File: src/rtl/bus_mux_nch_reg.sv
// Registered N-channel bus multiplexer with valid/ready handshake on every
// input channel. The grant comes either from an explicit select or from a
// round-robin search. The winning word is captured in one output register
// together with the index of the channel it came from.
module bus_mux_nch_reg #(
  parameter int WORD_SIZE = 8,
  parameter int N_CH      = 9,
  parameter int SEL_W     = 4
) (
  input  logic                      clk,
  input  logic                      rst,
  input  logic [N_CH*WORD_SIZE-1:0] data_in,
  input  logic [N_CH-1:0]           valid_in,
  output logic [N_CH-1:0]           ready_out,
  input  logic                      mode,
  input  logic [SEL_W-1:0]          sel,
  input  logic                      err_clr,
  output logic [WORD_SIZE-1:0]      mux_out,
  output logic                      out_valid,
  output logic [SEL_W-1:0]          out_chan,
  input  logic                      out_ready,
  output logic                      sel_err
);

  // One extra bit so that ptr + offset (at most 2*N_CH-1) cannot overflow.
  localparam logic [SEL_W:0]   NCH_L   = (SEL_W+1)'(N_CH);
  localparam logic [SEL_W-1:0] PTR_RST = SEL_W'(N_CH - 1);

  logic [WORD_SIZE-1:0] mux_q, mux_d;
  logic                 vld_q, vld_d;
  logic [SEL_W-1:0]     chan_q, chan_d;
  logic [SEL_W-1:0]     ptr_q, ptr_d;
  logic                 err_q, err_d;

  logic                 load;
  logic                 sel_ok;
  logic                 grant_vld;
  logic [SEL_W-1:0]     grant_idx;
  logic [SEL_W:0]       cand;
  logic [N_CH-1:0]      grant_oh;
  logic [WORD_SIZE-1:0] grant_data;

  // The register can take a word when it is empty or drains this cycle.
  assign load   = !vld_q || out_ready;
  assign sel_ok = ({1'b0, sel} < NCH_L);

  // Grant selection: explicit select, or first valid channel after ptr.
  always_comb begin
    grant_vld = 1'b0;
    grant_idx = '0;
    cand      = '0;
    if (!mode) begin
      if (sel_ok && valid_in[sel]) begin
        grant_vld = 1'b1;
        grant_idx = sel;
      end
    end else begin
      for (int k = 1; k <= N_CH; k++) begin
        cand = {1'b0, ptr_q} + k[SEL_W:0];
        if (cand >= NCH_L) cand = cand - NCH_L;
        if (!grant_vld && valid_in[cand[SEL_W-1:0]]) begin
          grant_vld = 1'b1;
          grant_idx = cand[SEL_W-1:0];
        end
      end
    end
  end

  // Decode the grant into a one-hot strobe and pick the granted word.
  always_comb begin
    grant_oh   = '0;
    grant_data = '0;
    for (int i = 0; i < N_CH; i++) begin
      if (grant_vld && (grant_idx == i[SEL_W-1:0])) begin
        grant_oh[i] = 1'b1;
        grant_data  = data_in[i*WORD_SIZE +: WORD_SIZE];
      end
    end
  end

  // A channel is accepted only while out of reset and the register loads.
  assign ready_out = (load && rst) ? grant_oh : '0;

  // Next-state for the output register, pointer and sticky error flag.
  always_comb begin
    mux_d  = mux_q;
    vld_d  = vld_q;
    chan_d = chan_q;
    ptr_d  = ptr_q;
    err_d  = err_q;
    if (load) begin
      if (grant_vld) begin
        mux_d  = grant_data;
        chan_d = grant_idx;
        vld_d  = 1'b1;
        if (mode) ptr_d = grant_idx;
      end else begin
        vld_d = 1'b0;
      end
    end
    // A fresh out-of-range select outranks a clear in the same cycle.
    if (!mode && !sel_ok) err_d = 1'b1;
    else if (err_clr)     err_d = 1'b0;
  end

  // State registers; reset empties the output and gives channel 0 priority.
  always_ff @(posedge clk or negedge rst) begin
    if (!rst) begin
      mux_q  <= '0;
      vld_q  <= 1'b0;
      chan_q <= '0;
      ptr_q  <= PTR_RST;
      err_q  <= 1'b0;
    end else begin
      mux_q  <= mux_d;
      vld_q  <= vld_d;
      chan_q <= chan_d;
      ptr_q  <= ptr_d;
      err_q  <= err_d;
    end
  end

  assign mux_out   = mux_q;
  assign out_valid = vld_q;
  assign out_chan  = chan_q;
  assign sel_err   = err_q;

endmodule

File: config.mk
export PLATFORM = sky130hd
export DESIGN_NAME = bus_mux_nch_reg
export DESIGN_NICKNAME = d
export VERILOG_FILES = /design/src/rtl/bus_mux_nch_reg.sv
export SDC_FILE = /design/constraint.sdc
export NUM_CORES = 1
export LEC_CHECK = 0
export ABC_AREA = 1
export CORE_MARGIN = 10
export CORE_UTILIZATION = 40
export CTS_BUF_LIST = sky130_fd_sc_hd__clkbuf_16
export DETAILED_ROUTE_END_ITERATION = 6
export PLACE_DENSITY = 0.73
export RECOVER_POWER = 25
export SETUP_SLACK_MARGIN = 0.3
export SLEW_MARGIN = 20
export SYNTH_ARGS = -nofsm -noshare
export SYNTH_HDL_FRONTEND = slang
export SYNTH_SLANG_ARGS = --single-unit
File: constraint.sdc
create_clock -name clk -period 5.4 [get_ports clk]
set_input_delay 1.08 -clock clk [delete_from_list [all_inputs] [get_ports clk]]
set_output_delay 1.08 -clock clk [all_outputs]
set_load 0.05 [all_outputs]
# Word level (Yosys, flattened, before mapping)
# Cells that the tools add are included.
[totals]
input_bits = 90
output_inout_bits = 23
ff_bits = 18
[classes]
n_lt_le_gt_ge = 20
n_addsub = 18
n_reduce_logical = 36
eq_ne = 8
muxes = 90
[ops]
columns = ["cell", "n"]
rows = [
  ["4-bit 2-to-1 mux", 29],
  ["8-bit 2-to-1 mux", 9],
  ["4-bit by 5-bit less-than comparator with 1-bit output, second input constant", 10],
  ["5-bit by 4-bit greater-or-equal comparator with 1-bit output, second input constant", 9],
  ["1-bit 2-to-1 mux", 41],
  ["1-bit binary-select mux with 4-bit select", 10],
  ["4-bit subtractor, second input constant", 9],
  ["4-bit by 3-bit adder with 5-bit output, second input constant", 4],
  ["1-bit logical AND", 20],
  ["4-bit by 3-bit == test with 1-bit output, second input constant", 4],
  ["1-bit logical NOT", 11],
  ["4-bit by 2-bit adder with 5-bit output, second input constant", 2],
  ["4-bit by 4-bit adder with 5-bit output, second input constant", 2],
  ["9-bit 2-to-1 mux", 1],
  ["4-bit by 2-bit == test with 1-bit output, second input constant", 2],
  ["4-bit by 1-bit adder with 5-bit output, second input constant", 1],
  ["4-bit by 1-bit == test with 1-bit output, second input constant", 1],
  ["4-bit == test, second input constant", 1],
  ["4-bit logical NOT", 1],
  ["4-bit less-than comparator, second input constant", 1],
  ["3-bit AND reduction", 1],
  ["2-bit AND reduction", 1],
  ["2-bit nonzero test", 1],
  ["1-bit logical OR", 1],
]

# Longest topological paths before layout
[logic_depth]
word_depth = 51
ltp_mapped = 36
depth_no_buf = 33

# Worst setup path after synthesis
# No wires, ideal clock.
[synth_timing]
path_type = "register to output"
from = "register ptr_q[1]"
to = "output port ready_out[5]"
t_arrival_ns = 4.969
required_time_ns = 4.320
path_slack_ns = -0.649
path_stages_with_launch = 25
path_cell_list = "dfrtp_1 inv_1 ha_1 ha_1 nand4_1 nand2_1 xor2_1 nand2_1 o211ai_1 nand3_1 nand3_1 nand2_1 inv_1 nand4_4 nor2_4 nand3_1 nand2_1 inv_1 nand2_1 nand2_2 nand2_2 buf_4 buf_2 inv_1 nor4_1"
[synth_via]
elab_chain_len = 44
word_cells_on_any_way = 111
classes_between = "18 x add/sub; 9 x order compare; 1 x eq/ne; 66 x mux; 17 x reduce/logical"
[synth_rtl]
columns = ["element", "line", "text"]
rows = [
  ["start: declaration", "32", "logic [SEL_W-1:0] ptr_q, ptr_d;"],
  ["start signal: assignment", "118", "ptr_q <= ptr_d;"],
  ["4-bit by 1-bit adder with 5-bit output", "59", "cand = {1'b0, ptr_q} + k[SEL_W:0];"],
  ["4-bit subtractor or 5-bit by 4-bit greater-or-equal comparator with 1-bit output (tied branches)", "60", "if (cand >= NCH_L) cand = cand - NCH_L;"],
  ["4-bit 2-to-1 mux", "60", ""],
  ["4-bit 2-to-1 mux", "52", "if (!mode) begin"],
  ["1-bit binary-select mux with 4-bit select", "61", "if (!grant_vld && valid_in[cand[SEL_W-1:0]]) begin"],
  ["1-bit 2-to-1 mux (implied by the code)", "61", ""],
  ["1-bit 2-to-1 mux", "61", ""],
  ["1-bit 2-to-1 mux", "52", ""],
  ["(+28 left out)", "--", ""],
  ["1-bit logical NOT", "61", ""],
  ["1-bit logical AND", "61", ""],
  ["4-bit 2-to-1 mux", "61", ""],
  ["4-bit 2-to-1 mux", "52", ""],
  ["4-bit by 3-bit == test with 1-bit output", "74", "if (grant_vld && (grant_idx == i[SEL_W-1:0])) begin"],
  ["1-bit logical AND (*)", "74", ""],
  ["1-bit 2-to-1 mux (*)", "74", ""],
  ["9-bit 2-to-1 mux (*)", "82", "assign ready_out = (load && rst) ? grant_oh : '0;"],
  ["end: declaration", "14", "output logic [N_CH-1:0] ready_out,"],
]
# Every way passes the cells marked *; elsewhere a longest branch is shown, timed or not. The select of a mux whose other input is x is not followed.

# Final worst setup path
[layout_timing]
from = "input port valid_in[4]"
to = "output port ready_out[3]"
[layout_via]
elab_chain_len = 40
word_cells_on_any_way = 71
classes_between = "1 x eq/ne; 52 x mux; 18 x reduce/logical"
[layout_rtl]
columns = ["element", "line", "text"]
rows = [
  ["start: declaration", "13", "input logic [N_CH-1:0] valid_in,"],
  ["1-bit binary-select mux with 4-bit select", "61", ""],
  ["1-bit 2-to-1 mux (implied by the code)", "61", ""],
  ["1-bit 2-to-1 mux", "61", ""],
  ["1-bit 2-to-1 mux", "52", ""],
  ["1-bit logical NOT", "61", ""],
  ["1-bit logical AND", "61", ""],
  ["1-bit 2-to-1 mux", "61", ""],
  ["1-bit 2-to-1 mux", "52", ""],
  ["(+24 left out)", "--", ""],
  ["1-bit logical NOT", "61", ""],
  ["1-bit logical AND", "61", ""],
  ["4-bit 2-to-1 mux", "61", ""],
  ["4-bit 2-to-1 mux", "52", ""],
  ["4-bit by 2-bit == test with 1-bit output", "74", ""],
  ["1-bit logical AND (*)", "74", ""],
  ["1-bit 2-to-1 mux (*)", "74", ""],
  ["9-bit 2-to-1 mux (*)", "82", ""],
]
# Marks and branches as above.

==> impl_metrics.yaml <==
finish:
  multi_input_area_mm2: 0.003835
  fill_cells: 886
  postLayoutCoreUtil_pct: 65.77
  final_cell_mix: "149 x nand2_1, 127 x nand3_1, 102 x clkdlybuf4s50_1, 72 x inv_1, 70 x buf_4"
  drive_above_1_share_pct: 26.84
  final_common_cell: "nand2_1"
  finalNetCount: 1022
  regArea_um2: 455.4
  area_growth_pct: 59.66
  n_antenna_cell: 0
timing:
  tightest_slew_ns: 1.016
  maxSlewViolCount: 0
  clock.fmax_ghz: 0.1931
  hold_viol_final: 0
  rsz0062_at_grt: "yes"
  fin_worst_skew_ns: 0.001879
  slew_headroom_pct: 32.28
  min_period_ns: 5.178
  finalCritPeriodShare_pct: 95.89
  setup-tns-final_ns: 0
  setup_violations: 0
clock_network:
  cts_tree: "done"
  cts.sinks: 18
  htreeDepth: 1
  cts_root_buf: "clkbuf_16"
  cts_buffers: 3
  insertion_delay_ns: 0.25
  clk_transition_reported_paths_ns: 0.05
  clock_path_buffers: 2
synth:
  async_flop_share_pct: 100.0
  synth_cells: 728
  synth_fp_nets: 840
  synth.area.top_cells: "nand3_1 16%, nand2_1 15%, dfrtp_1 10%"
  syn_avg_cell_area_um2: 5.842
  synth_ff_type: "dfrtp_1"
  yosys_warnings: 0
  netlist.area_leader.share_pct: 15.89
  yosysSeqAreaShare_pct: 10.62
  synth_edf_count: 0
  yosysTopAreaCell: "nand3_1"
  synth-seq-cells: 18
  ys_types: 43
  syn_area_mm2: 0.004253
route:
  drtIter0Drc: 498
  wl_per_cell_um: 18.66
  firstDrtPassIters: 5
  vias: 5861
  ant_nets: 0
  drt-total-wl_mm: 19.50
  drc: 0
  viasPerCell: 5.609
floorplanning:
  floorplan.initialDensity_pct: 41.20
  fp.dieH_um: 123.1
  coreArea_mm2: 0.01032
  die_x_um: 123.1
  ioPinCount: 113
  dieArea_mm2: 0.01516
  row_count: 37
worst_setup_path:
  cp_data_arrival_time_ns: 4.10
  critical_path_class: "input pin to output port"
  worstPathRequired_ns: 4.32
  startpoint_type: "input pin"
  end_kind: "output port"
  cp_max_fo: 7
global_routing:
  overflow: 0
  grt_usage_pct: 23.51
  grt_max_degree: 23
  antenna_found_initial: 0
  grt_pass1_vias: 5274
  grt_pass1_wl_mm: 28.30
placed_design:
  io_buffers: 112
  place_congestion: 1.009
  dpl.hpwl_mm: 14.98
run:
  cap_violations: 0
run_status:
  outcome: "finished clean"
min_path:
  worstHoldPathType: "register to register"
==> critical path: stages <==
cell,delay (ns)
clkdlybuf4s50_1,0.52
inv_1,0.27
nand3_1,0.12
nand3_1,0.10
nand3_1,0.08
nand3_1,0.11
nand2_2,0.10
inv_4,0.09
nand2_4,0.08
nor3_4,0.27
nand4_1,0.20
nor2_1,0.14
nor2_1,0.05
nand3_1,0.09
nand2_2,0.07
nand2_4,0.14
nand2_2,0.08
inv_4,0.08
nand2_1,0.08
nor2_2,0.16
buf_12,0.17
==> per-stage QoR <==
stage / instances / setup slack (ns) / instance area, µm² / hold slack [ns]
finish: 1045 / 0.2219 / 6790 / 0.4826
CTS: 1005 / 0.2741 / 6045 / 0.4876
floorplan: 728 / 0.3103 / 4319 / 0.6418
detailed placement: 987 / 0.1480 / 5771 / 0.4697
global route: 1045 / 0.03140 / 6790 / 0.5283
global placement: 987 / 0.09915 / 5771 / 0.4642
==> sequential cells by signal, summed over array words and instances (netlist names) <==
name / cells
ptr_q: 4
sel_err: 1
out_valid: 1
out_chan: 4
mux_out: 8
==> cells by family (layout without fill, tap and decap cells) <==
kind of cell	Yosys count	in the layout	synth area share, %
flip-flops	18	18	10.62
buffers and inverters	113	293	11.80
XOR/XNOR	12	12	3.531
adder cells (fa/ha/maj)	22	22	6.472
AND/OR/NAND/NOR	467	468	54.31
AO/OA/AOI/OAI	96	96	13.27
==> cell type report <==
class,count,share of cell area (%)
clock buffers,3,1.106
clock inverters,1,0.05528
inverters,95,5.620
multi-input cells,598,56.48
flip-flops and latches,18,6.707
well taps,136,2.506
repair buffers,193,27.42
repair inverters,1,0.1106
==> cells in the mapped netlist, drive strengths merged, types with 2 or more instances <==
library cell,instances
nand2,200
nand3,142
inv,94
nor2,83
o21ai,51
nand4,30
ha,22
a21oi,21
buf,17
dfrtp,17
xor2,12
o211ai,10
a31oi,8
nor3,7
nand3b,3
nor4,2
o21bai,2
o22ai,2
==> final timing paths <==
check	startpoint	end	slack, ns	depth (start not counted)
max	valid_in[4]	ready_out[3]	0.22	21
min	mux_out[3]	mux_out[3]	0.48	2
max reg2reg	ptr_q[1]	mux_out[3]	1.05	32
min reg2reg	mux_out[3]	mux_out[3]	0.48	2
max in group asynchronous	rst	ptr_q[1]	3.06	2
min in group asynchronous	rst	ptr_q[0]	1.66	2
==> metal layers <==
| metal | track usage [%] | share of wire [%] | vias to the layer above |
|---|---|---|---|
| met1 | 28.98 | 40 | 2734 |
| li1 | - | - | 2797 |
| met4 | 6.987 | 3.2 | 0 |
| met5 | 0 | 0 | - |
| met2 | 39.93 | 49 | 281 |
| met3 | 5.469 | 8.1 | 49 |
==> timing repair <==
| item | in CTS | in global routing |
|---|---|---|
| resized for setup | 25 | 110 |
| cloned | 2 | 0 |
| setup endpoints to repair | 9 | 9 |
| pin swaps | 5 | 36 |
| hold buffers | 0 | 0 |
| buffers inserted | 12 | 40 |
| endpoints found under the hold margin | 0 | 0 |
Power is left out: the tool's default activity adds up to more than one toggle a clock period on the data nets, which glitch-free logic cannot reach.
